`src/rtl/inner_ebi_ctrl_if.sv`:
```
// Signal bundle between inner_ebi_ctrl (slave) and its host/transceiver environment (master).
interface inner_ebi_ctrl_if;
  logic       rd_req_valid, wr_req_valid, wr_has_data;
  logic       snp_resp_valid, snp_has_data;
  logic       rd_req_ready, wr_req_ready, snp_resp_ready;
  logic [3:0] rcv_opcode_i;
  logic       trx_rcv_start, trx_send_done, trx_rcv_done;
  logic [3:0] opcode;
  logic       is_counter_reload, is_counter_ena, is_rd_rcv, is_send_mode;
  logic       rd_resp_valid, wr_ack_valid, snp_req_valid;
  logic       timeout_err, proto_err, busy;

  modport slave (
    input  rd_req_valid, wr_req_valid, wr_has_data, snp_resp_valid, snp_has_data,
    input  rcv_opcode_i, trx_rcv_start, trx_send_done, trx_rcv_done,
    output rd_req_ready, wr_req_ready, snp_resp_ready, opcode,
    output is_counter_reload, is_counter_ena, is_rd_rcv, is_send_mode,
    output rd_resp_valid, wr_ack_valid, snp_req_valid, timeout_err, proto_err, busy
  );

  modport master (
    output rd_req_valid, wr_req_valid, wr_has_data, snp_resp_valid, snp_has_data,
    output rcv_opcode_i, trx_rcv_start, trx_send_done, trx_rcv_done,
    input  rd_req_ready, wr_req_ready, snp_resp_ready, opcode,
    input  is_counter_reload, is_counter_ena, is_rd_rcv, is_send_mode,
    input  rd_resp_valid, wr_ack_valid, snp_req_valid, timeout_err, proto_err, busy
  );
endinterface

```
`src/rtl/inner_ebi_ctrl.sv`:
```
// EBI link controller: arbitrates host requests onto the transceiver, waits for and
// validates responses, and receives unsolicited snoop requests.
module inner_ebi_ctrl #(
  parameter int unsigned TIMEOUT_CYCLES = 255
) (
  input  logic              clk,
  input  logic              rstn,
  inner_ebi_ctrl_if.slave   bus
);

  typedef enum logic [3:0] {
    OP_DR        = 4'h0,
    OP_DW1       = 4'h1,
    OP_DW2       = 4'h2,
    OP_SNP_RESP1 = 4'h3,
    OP_SNP_RESP2 = 4'h4,
    OP_IDLE      = 4'h5,
    OP_SNP_REQ   = 4'h6,
    OP_RD_RESP   = 4'h7,
    OP_ACK       = 4'hF
  } op_e;

  typedef enum logic [2:0] {
    S_IDLE, S_LOAD, S_SEND, S_WAIT_RESP, S_RCV_HDR, S_RCV, S_RCV_LAST
  } state_e;

  localparam logic [7:0] TO_LAST = 8'(TIMEOUT_CYCLES - 1);

  state_e     state, state_nxt;
  logic [3:0] op_q, op_nxt;
  logic [7:0] wait_cnt, wait_cnt_nxt;
  logic       solicited, solicited_nxt;
  logic       rx_snp, rx_snp_nxt;
  logic       cpl_pend, cpl_pend_nxt;
  logic       armed;

  logic [3:0] req_op;
  logic       req_any, idle_live, take_rcv, take_req;
  logic       hdr_rd_ok, hdr_snp_ok, hdr_ack_ok, timeout_hit;

  // IDLE only arbitrates once out of the post-reset cycle and after any completion pulse.
  always_comb begin
    req_any = bus.snp_resp_valid | bus.wr_req_valid | bus.rd_req_valid;
    if (bus.snp_resp_valid)    req_op = bus.snp_has_data ? OP_SNP_RESP1 : OP_SNP_RESP2;
    else if (bus.wr_req_valid) req_op = bus.wr_has_data ? OP_DW1 : OP_DW2;
    else                       req_op = OP_DR;
    idle_live   = (state == S_IDLE) && armed && !cpl_pend;
    take_rcv    = idle_live && bus.trx_rcv_start;
    take_req    = idle_live && !bus.trx_rcv_start && req_any;
    hdr_rd_ok   = solicited && (op_q == OP_DR) && (bus.rcv_opcode_i == OP_RD_RESP);
    hdr_snp_ok  = !solicited && (bus.rcv_opcode_i == OP_SNP_REQ);
    hdr_ack_ok  = solicited && ((op_q == OP_DW1) || (op_q == OP_DW2)) &&
                  (bus.rcv_opcode_i == OP_ACK);
    timeout_hit = (wait_cnt == TO_LAST);
  end

  always_ff @(posedge clk) begin
    if (!rstn) begin
      state     <= S_IDLE;
      op_q      <= OP_IDLE;
      wait_cnt  <= '0;
      solicited <= 1'b0;
      rx_snp    <= 1'b0;
      cpl_pend  <= 1'b0;
      armed     <= 1'b0;
    end else begin
      state     <= state_nxt;
      op_q      <= op_nxt;
      wait_cnt  <= wait_cnt_nxt;
      solicited <= solicited_nxt;
      rx_snp    <= rx_snp_nxt;
      cpl_pend  <= cpl_pend_nxt;
      armed     <= 1'b1;
    end
  end

  always_comb begin
    state_nxt     = state;
    op_nxt        = op_q;
    wait_cnt_nxt  = wait_cnt;
    solicited_nxt = solicited;
    rx_snp_nxt    = rx_snp;
    cpl_pend_nxt  = cpl_pend;
    unique case (state)
      S_IDLE: begin
        if (cpl_pend) begin
          cpl_pend_nxt = 1'b0;
        end else if (take_rcv) begin
          state_nxt     = S_RCV_HDR;
          solicited_nxt = 1'b0;
        end else if (take_req) begin
          state_nxt = S_LOAD;
          op_nxt    = req_op;
        end
      end
      S_LOAD: state_nxt = S_SEND;
      S_SEND: begin
        if (bus.trx_send_done) begin
          if ((op_q == OP_SNP_RESP1) || (op_q == OP_SNP_RESP2)) begin
            state_nxt = S_IDLE;
          end else begin
            state_nxt    = S_WAIT_RESP;
            wait_cnt_nxt = '0;
          end
        end
      end
      S_WAIT_RESP: begin
        if (bus.trx_rcv_start) begin
          state_nxt     = S_RCV_HDR;
          solicited_nxt = 1'b1;
        end else if (timeout_hit) begin
          state_nxt = S_IDLE;
        end else begin
          wait_cnt_nxt = wait_cnt + 8'd1;
        end
      end
      S_RCV_HDR: begin
        if (hdr_rd_ok || hdr_snp_ok) begin
          state_nxt  = S_RCV;
          rx_snp_nxt = hdr_snp_ok;
        end else begin
          state_nxt = S_IDLE;
        end
      end
      S_RCV: if (bus.trx_rcv_done) state_nxt = S_RCV_LAST;
      S_RCV_LAST: begin
        state_nxt    = S_IDLE;
        cpl_pend_nxt = 1'b1;
      end
      default: state_nxt = S_IDLE;
    endcase
  end

  always_comb begin
    bus.rd_req_ready      = 1'b0;
    bus.wr_req_ready      = 1'b0;
    bus.snp_resp_ready    = 1'b0;
    bus.opcode            = OP_IDLE;
    bus.is_counter_reload = 1'b0;
    bus.is_counter_ena    = 1'b0;
    bus.is_rd_rcv         = 1'b0;
    bus.is_send_mode      = 1'b0;
    bus.rd_resp_valid     = 1'b0;
    bus.wr_ack_valid      = 1'b0;
    bus.snp_req_valid     = 1'b0;
    bus.timeout_err       = 1'b0;
    bus.proto_err         = 1'b0;
    bus.busy              = (state != S_IDLE);
    unique case (state)
      S_IDLE: begin
        bus.snp_resp_ready = take_req && bus.snp_resp_valid;
        bus.wr_req_ready   = take_req && !bus.snp_resp_valid && bus.wr_req_valid;
        bus.rd_req_ready   = take_req && !bus.snp_resp_valid && !bus.wr_req_valid;
        bus.rd_resp_valid  = cpl_pend && !rx_snp;
        bus.snp_req_valid  = cpl_pend && rx_snp;
      end
      S_LOAD: begin
        bus.is_counter_reload = 1'b1;
        bus.opcode            = op_q;
      end
      S_SEND: begin
        bus.is_send_mode   = 1'b1;
        bus.is_counter_ena = 1'b1;
        bus.opcode         = op_q;
      end
      S_WAIT_RESP: bus.timeout_err = !bus.trx_rcv_start && timeout_hit;
      S_RCV_HDR: begin
        bus.is_counter_reload = 1'b1;
        bus.wr_ack_valid      = hdr_ack_ok;
        bus.proto_err         = !(hdr_rd_ok || hdr_snp_ok || hdr_ack_ok);
      end
      S_RCV: begin
        bus.is_counter_ena = 1'b1;
        bus.is_rd_rcv      = 1'b1;
      end
      S_RCV_LAST: bus.is_rd_rcv = 1'b1;
      default: ;
    endcase
  end

endmodule

```
`src/flat_wrapper.sv`:
```
// flat-port wrapper written by rule: the top's interface ports become plain ports
module inner_ebi_ctrl_flat 
#(
  parameter int unsigned TIMEOUT_CYCLES = 255
)
  (clk, rstn, bus_rd_req_valid, bus_wr_req_valid, bus_wr_has_data, bus_snp_resp_valid, bus_snp_has_data, bus_rcv_opcode_i, bus_trx_rcv_start, bus_trx_send_done, bus_trx_rcv_done, bus_rd_req_ready, bus_wr_req_ready, bus_snp_resp_ready, bus_opcode, bus_is_counter_reload, bus_is_counter_ena, bus_is_rd_rcv, bus_is_send_mode, bus_rd_resp_valid, bus_wr_ack_valid, bus_snp_req_valid, bus_timeout_err, bus_proto_err, bus_busy);
  inner_ebi_ctrl_if bus_i ();
  input  logic clk;
  input  logic rstn;
  input wire logic [$bits(bus_i.rd_req_valid)-1:0] bus_rd_req_valid;
  input wire logic [$bits(bus_i.wr_req_valid)-1:0] bus_wr_req_valid;
  input wire logic [$bits(bus_i.wr_has_data)-1:0] bus_wr_has_data;
  input wire logic [$bits(bus_i.snp_resp_valid)-1:0] bus_snp_resp_valid;
  input wire logic [$bits(bus_i.snp_has_data)-1:0] bus_snp_has_data;
  input wire logic [$bits(bus_i.rcv_opcode_i)-1:0] bus_rcv_opcode_i;
  input wire logic [$bits(bus_i.trx_rcv_start)-1:0] bus_trx_rcv_start;
  input wire logic [$bits(bus_i.trx_send_done)-1:0] bus_trx_send_done;
  input wire logic [$bits(bus_i.trx_rcv_done)-1:0] bus_trx_rcv_done;
  output wire logic [$bits(bus_i.rd_req_ready)-1:0] bus_rd_req_ready;
  output wire logic [$bits(bus_i.wr_req_ready)-1:0] bus_wr_req_ready;
  output wire logic [$bits(bus_i.snp_resp_ready)-1:0] bus_snp_resp_ready;
  output wire logic [$bits(bus_i.opcode)-1:0] bus_opcode;
  output wire logic [$bits(bus_i.is_counter_reload)-1:0] bus_is_counter_reload;
  output wire logic [$bits(bus_i.is_counter_ena)-1:0] bus_is_counter_ena;
  output wire logic [$bits(bus_i.is_rd_rcv)-1:0] bus_is_rd_rcv;
  output wire logic [$bits(bus_i.is_send_mode)-1:0] bus_is_send_mode;
  output wire logic [$bits(bus_i.rd_resp_valid)-1:0] bus_rd_resp_valid;
  output wire logic [$bits(bus_i.wr_ack_valid)-1:0] bus_wr_ack_valid;
  output wire logic [$bits(bus_i.snp_req_valid)-1:0] bus_snp_req_valid;
  output wire logic [$bits(bus_i.timeout_err)-1:0] bus_timeout_err;
  output wire logic [$bits(bus_i.proto_err)-1:0] bus_proto_err;
  output wire logic [$bits(bus_i.busy)-1:0] bus_busy;
  assign bus_i.rd_req_valid = bus_rd_req_valid;
  assign bus_i.wr_req_valid = bus_wr_req_valid;
  assign bus_i.wr_has_data = bus_wr_has_data;
  assign bus_i.snp_resp_valid = bus_snp_resp_valid;
  assign bus_i.snp_has_data = bus_snp_has_data;
  assign bus_i.rcv_opcode_i = bus_rcv_opcode_i;
  assign bus_i.trx_rcv_start = bus_trx_rcv_start;
  assign bus_i.trx_send_done = bus_trx_send_done;
  assign bus_i.trx_rcv_done = bus_trx_rcv_done;
  assign bus_rd_req_ready = bus_i.rd_req_ready;
  assign bus_wr_req_ready = bus_i.wr_req_ready;
  assign bus_snp_resp_ready = bus_i.snp_resp_ready;
  assign bus_opcode = bus_i.opcode;
  assign bus_is_counter_reload = bus_i.is_counter_reload;
  assign bus_is_counter_ena = bus_i.is_counter_ena;
  assign bus_is_rd_rcv = bus_i.is_rd_rcv;
  assign bus_is_send_mode = bus_i.is_send_mode;
  assign bus_rd_resp_valid = bus_i.rd_resp_valid;
  assign bus_wr_ack_valid = bus_i.wr_ack_valid;
  assign bus_snp_req_valid = bus_i.snp_req_valid;
  assign bus_timeout_err = bus_i.timeout_err;
  assign bus_proto_err = bus_i.proto_err;
  assign bus_busy = bus_i.busy;
  inner_ebi_ctrl #(.TIMEOUT_CYCLES(TIMEOUT_CYCLES)) u_core (.clk(clk), .rstn(rstn), .bus(bus_i));
endmodule
```
`config.mk`:
```
export PLATFORM = sky130hd
export DESIGN_NAME = inner_ebi_ctrl_flat
export DESIGN_NICKNAME = d
export VERILOG_FILES = /design/src/rtl/inner_ebi_ctrl_if.sv /design/src/rtl/inner_ebi_ctrl.sv /design/src/flat_wrapper.sv
export SDC_FILE = /design/constraint.sdc
export NUM_CORES = 1
export LEC_CHECK = 0
export BUFFER_PORTS_ARGS = -buffer_cell sky130_fd_sc_hd__clkbuf_2
export CAP_MARGIN = 25
export CORE_MARGIN = 5
export CORE_UTILIZATION = 52
export CTS_CLUSTER_SIZE = 14
export DETAILED_ROUTE_END_ITERATION = 6
export PLACE_DENSITY = 0.78
export REMOVE_ABC_BUFFERS = 1
export SYNTH_ARGS = -nofsm -noshare
export SYNTH_HDL_FRONTEND = slang
export SYNTH_SLANG_ARGS = --single-unit
export TNS_END_PERCENT = 50
```
`constraint.sdc`:
```
create_clock -name clk -period 2.19 [get_ports clk]
set_input_delay 0.3285 -clock clk [delete_from_list [all_inputs] [get_ports clk]]
set_output_delay 0.3285 -clock clk [all_outputs]
set_load 0.005 [all_outputs]
```
==> results of run 1 <==
Yosys cell counts, types with 2 or more instances:
cell | number | area share
buf_2 | 3 | 0.012
xnor2_1 | 9 | 0.064
clkbuf_1 | 3 | 0.0091
nand3b_1 | 4 | 0.024
nor4_1 | 5 | 0.025
nand2_1 | 18 | 0.055
buf_4 | 2 | 0.012
o21ai_1 | 2 | 0.0081
inv_1 | 5 | 0.015
or3b_1 | 2 | 0.014
nor2b_1 | 7 | 0.036
nor3_2 | 2 | 0.016
ha_1 | 2 | 0.020
and3_1 | 3 | 0.015
and3b_1 | 2 | 0.014
nand4_1 | 2 | 0.010
nand4b_1 | 2 | 0.014
nor3_1 | 4 | 0.016
nor3b_1 | 2 | 0.012
a21oi_1 | 3 | 0.012
dfxtp_1 | 18 | 0.29
nand3_1 | 6 | 0.024
nor2_1 | 19 | 0.058
or3_1 | 3 | 0.015
a21boi_0 | 2 | 0.012
nand2b_1 | 2 | 0.010
o21ai_0 | 5 | 0.020
worst max-delay path, stage by stage, from the launching register on:
cell	delay, ns
dfxtp_1	0.37
buf_4	0.20
nor3b_2	0.29
nand4b_1	0.25
nor3_1	0.24
clkbuf_2	0.15
logic make-up after synthesis:
| logic type | Yosys count |
|---|---|
| fa+ha+maj | 2 |
| other cells | 1 |
| flops | 18 |
| xor+xnor | 9 |
| mux | 1 |
| simple gates | 90 |
| compound gates | 24 |
| buf+inv | 14 |
registers in the layout (all words and copies together) (netlist names):
signal,cells
u_core.cpl_pend,1
u_core.wait_cnt,8
u_core.op_q,3
u_core.armed,1
u_core.rx_snp,1
u_core.state,3
u_core.solicited,1
layer usage:
layer / up-vias / routed length [um] / global-route usage
li1: 607 / - / -
met1: 561 / 1320 / 0.240
met2: 39 / 1370 / 0.297
met3: 4 / 152 / 0.0285
met4: 0 / 33 / 0.0485
met5: - / 0 / 0
area by class of cell:
type	count	area (um^2)	area share
Multi-Input combinational cell	127	813	0.579
Clock buffer	3	22.5	0.0160
Tap cell	28	35.0	0.0250
Inverter	5	18.8	0.0134
Timing Repair Buffer	30	153	0.109
Sequential cell	18	362	0.258
report_power, final:
part	internal (W)	switching (W)
logic	0.000244	0.000281
clock network	0.0000639	0.0000977
registers	0.000370	0.000105
total	0.000679	0.000484
final timing paths:
check / from / end / slack, ns / cells past startpoint
worst max-delay path: u_core.state[1] / bus_rd_req_ready / 0.07 / 5
worst min-delay path: rstn / u_core.armed / 0.33 / 1
worst max register to register: u_core.wait_cnt[0] / u_core.wait_cnt[1] / 0.30 / 7
worst min register to register: u_core.rx_snp / u_core.rx_snp / 0.51 / 2
repair_timing:
action                     CTS  global route
setup endpoints to repair    0             4
setup buffers                0             0
gates resized for setup      0             2
per-stage QoR:
stage | cells | utilization
floorplan | 150 | -
global placement | 208 | 0.615
detailed placement | 208 | 0.615
CTS | 211 | 0.625
global route | 211 | 0.629
finish | 211 | 0.629
==> results.yml, run 1 <==
logic_synthesis:
  synth_area_um2: 1230
  postSynthRegisterBits: 18
  synthSimpleGateAreaFrac: 0.420
  yosys-mux-area-fraction: 0.00813
  postSynthAreaPerCell_um2: 7.74
  synth-xor-area-share: 0.0640
  synth_edf_count: 0
  synth_sequential_area_ratio: 0.293
  synthDistinctLibCells: 49
  ys_async_sr_fraction: 0
  synth_compound_area_frac: 0.140
  synth_top_flop_cell: "dfxtp_1"
  post_synth_fa_ha_maj_area_fraction: 0.0203
  main_combinational_cell_family_by_area_after_synthesis: "simple AND/OR/NAND/NOR gates"
  netlist_instances: 159
  synth_warnings: 0
placement:
  postPlaceCellArea_um2: 1370
  placer_s_final_routability_congestion_estimate: 0.835
  place_hpwl_um: 2210
  io_buffer_count: 29
  pre_cts_slack_ns: 0.335
cts:
  cts_num_sinks: 18
  post_cts_hold_buffer_count: 0
  root_buffer_cell: "clkbuf_4"
  worst_skew_pair.late_latency_ns: 0.29
  cts_buffers: 3
  cts-root-to-sink-buffers: 2
  htreeDepth: 1
  cts_tree: "yes"
  cts_clk_pin_slew_worst_paths_ns: 0.10
routing:
  drt-vias-per-instance: 5.74
  drt-wirelength-per-cell_um: 13.6
  totalWireLength_um: 2880
  drt_first_pass_iters: 4
  final_antenna_net_count: 0
  violation_count_after_the_first_detailed_route_iteration: 44
  post-route-drc-count: 0
  dr_total_vias: 1211
timing:
  finClkSkew_ns: 0.000803
  timing.final.hold_violations: 0
  highest_achievable_clock_rate_ghz: 0.473
  hold_ws_ns: 0.334
  final_count_of_pins_violating_max_slew: 0
  setup_slack_ns: 0.0745
  worstMarginPinSlew_ns: 0.663
  fin_crit_ns: 2.12
  relSlewSlack: 0.557
  rsz0062_at_grt: "yes"
  setup_tns_ns: 0
  post-route-period-util: 0.966
  finalSetupViolCount: 0
grt:
  vias_in_the_first_global_route: 1150
  grt_start_max_net_pins: 20
  gr-usage-all-layers: 0.179
  antenna_violations_before_repair: 0
  grt_pass1_wl_um: 4930
  grt_overflow_total: 0
setup_path:
  timing.critical_path.from_type: "register"
  cp_data_required_time_ns: 1.86
  timing.critical_path.to_type: "output pin"
  crit_path_max_fanout: 13
  critical_path_class: "reg2out"
  worst_ep_arrival_time_ns: 1.79
cells_and_area:
  post_route_cells_drive_above_1_share: 0.246
  final_net_count: 201
  fin_area_um2: 1400
  n_antenna_cell: 0
  flow.area_growth_from_synthesis_pct: 14.0
  layout_commonest_cell: "clkbuf_2"
  n_fill_cell: 203
  commonest_cells_after_routing_fill_and_taps_aside: "clkbuf_2 (29), nor2_1 (19), nand2_1 (18), dfxtp_1 (17), xnor2_1 (9)"
floorplanning:
  start_util: 0.551
  floorplan.die_area_um2: 3440
  floorplan.die.height_um: 58.7
  core.rowCount: 17
  core_region_area_um2: 2230
  ios: 31
  dieWidth_um: 58.7
outcome:
  outcome: "finished, final reports clean"
flow_run:
  drv.max_cap_violation_count: 0
hold_path:
  min_path_type: "in2reg"
pwr:
  vdd.ir_drop.worst_uv: 656
  power_per_cell_area_nw_per_um2: 828
  leakage_nw: 0.576
  power_w: 0.00116
(Power assumes the default switching activity.)
==> run 2, diff against run 1 <==
Settings changed: CORE_UTILIZATION 52 to 54, PLACE_DENSITY 0.78 to 0.81.
Clock period 2.19 ns to 2.69 ns, I/O delays scaled along.
==> run 2 against run 1 <==
Compared with the run above: critical path type unchanged; clock-buffer cell count unchanged; sequential power down 15%; wire length down 2.3%.
==> results.yml, run 2 (synthesis gave the netlist of run 1 again) <==
timing:
  hold_ws_ns: 0.411
  finClkSkew_ns: 0.00526
  worstMarginPinSlew_ns: 0.604
  fin_crit_ns: 2.42
  relSlewSlack: 0.597
  setup_tns_ns: 0
  rsz0062_at_grt: "no"
  timing.final.hold_violations: 0
  post-route-period-util: 0.901
  finalSetupViolCount: 0
  final_count_of_pins_violating_max_slew: 0
  highest_achievable_clock_rate_ghz: 0.413
setup_path:
  timing.critical_path.from_type: "register"
  cp_data_required_time_ns: 2.29
  worst-r2r-setup-slack_ns: 0.74
  worst_ep_arrival_time_ns: 2.02
  worstReg2RegEnd: "u_core.wait_cnt[5]"
  r2r-start: "u_core.state[1]"
  critical_path_class: "reg2out"
  crit_path_cells: "or3b_1 > nor4_1 > and3b_1 > clkbuf_2"
  crit_path_max_fanout: 18
  crit_path_max_incr_delay_ns: 0.49
  critical_path.endpoint: "bus_wr_req_ready"
  timing.critical_path.to_type: "output pin"
  r2r_cells: 6
  worstSetupStartpoint: "u_core.state[1]"
  crit_path_top_delay_cell: "dfxtp_1"
cts:
  cts_num_sinks: 18
  cts_tree: "yes"
  cts_setup_buffers: 0
  cts_clk_pin_slew_worst_paths_ns: 0.10
  cts_buffers: 3
  post_cts_hold_buffer_count: 0
  worst_skew_pair.late_latency_ns: 0.29
  root_buffer_cell: "clkbuf_4"
  post_cts_resize_count: 0
  cts-root-to-sink-buffers: 2
  htreeDepth: 1
floorplanning:
  floorplan.die.height_um: 57.8
  core_region_area_um2: 2190
  dieWidth_um: 57.8
  floorplan.die_area_um2: 3340
  core.rowCount: 17
  start_util: 0.562
  ios: 31
cells_and_area:
  n_antenna_cell: 0
  largest_registers: "u_core.wait_cnt (8), u_core.op_q (3), u_core.state (3)"
  final_net_count: 200
  top_register: "u_core.wait_cnt"
  n_fill_cell: 212
  largest_register_ffs: 8
  commonest_cells_after_routing_fill_and_taps_aside: "clkbuf_2 (29), nor2_1 (19), nand2_1 (18), dfxtp_1 (18), xnor2_1 (9)"
  fin_area_um2: 1390
  flow.area_growth_from_synthesis_pct: 12.8
  multi_input_logic_area_um2: 807
  layout_commonest_cell: "clkbuf_2"
  register_area_um2: 360
  post_route_cells_drive_above_1_share: 0.231
placement:
  io_buffer_count: 29
  postPlaceCellArea_um2: 1370
  placer_s_final_routability_congestion_estimate: 0.847
  place_hpwl_um: 2160
pwr:
  leakage_nw: 0.570
  vdd.ir_drop.worst_uv: 591
  power_per_cell_area_nw_per_um2: 678
routing:
  violation_count_after_the_first_detailed_route_iteration: 35
  drt-vias-per-instance: 5.79
  drt-wirelength-per-cell_um: 13.4
  drt_first_pass_iters: 4
  totalWireLength_um: 2810
  post-route-drc-count: 0
  final_antenna_net_count: 0
  dr_total_vias: 1216
grt:
  vias_in_the_first_global_route: 1189
  grt_pass1_wl_um: 4850
  grt_overflow_total: 0
  gr-usage-all-layers: 0.181
  antenna_violations_before_repair: 0
  grt_start_max_net_pins: 20
flow_run:
  drv.max_cap_violation_count: 0
hold_path:
  min_path_type: "in2reg"
outcome:
  outcome: "finished, final reports clean"
run 2: critical path, delay by kind of cell (launching register included):
family / cells / cell delay (ns)
flops: 1 / 0.49
buf+inv: 1 / 0.11
simple gates: 3 / 1.11
run 2: worst min path at each step:
stage                  start  depth (start not counted)       endpoint  slack [ns]
2_1_floorplan           rstn                          0   u_core.armed        0.43
3_3_place_gp   u_core.rx_snp                          2  u_core.rx_snp        0.48
3_5_place_dp   u_core.rx_snp                          2  u_core.rx_snp        0.48
4_1_cts                 rstn                          1   u_core.armed        0.41
5_1_grt                 rstn                          1   u_core.armed        0.41
6_report                rstn                          1   u_core.armed        0.41
run 2: final cells by class:
type | count | area share
multi-input combinational | 127 | 0.581
sequential | 18 | 0.259
timing repair buffer | 29 | 0.105
tap | 28 | 0.0252
clock buffer | 3 | 0.0162
inverter | 5 | 0.0135
run 2: metrics by stage:
stage	setup WS [ns]	utilization	total power, W	instances
final	0.267	0.634	0.000942	210
after global routing	0.128	0.634	0.00101	210
after CTS	0.273	0.634	0.000938	210
after detailed placement	0.608	0.624	0.000806	207
after global placement	0.689	0.624	0.000783	207
after floorplan	0.908	-	0.000664	150
run 2: report_power, final:
part | leakage [nW] | total, W | internal (W) | switching [W]
sequential | 0.147 | 0.000404 | 0.000301 | 0.000103
clock | 0.0138 | 0.000136 | 0.0000522 | 0.0000834
combinational | 0.409 | 0.000402 | 0.000189 | 0.000214
total | 0.570 | 0.000942 | 0.000541 | 0.000400
run 2: metal layers:
| metal | vias to the layer above | global-route usage | wire [um] |
|---|---|---|---|
| met1 | 578 | 0.210 | 1200 |
| li1 | 609 | - | - |
| met4 | 0 | 0.0695 | 27 |
| met5 | - | 0 | 0 |
| met3 | 4 | 0.0334 | 103 |
| met2 | 25 | 0.327 | 1480 |
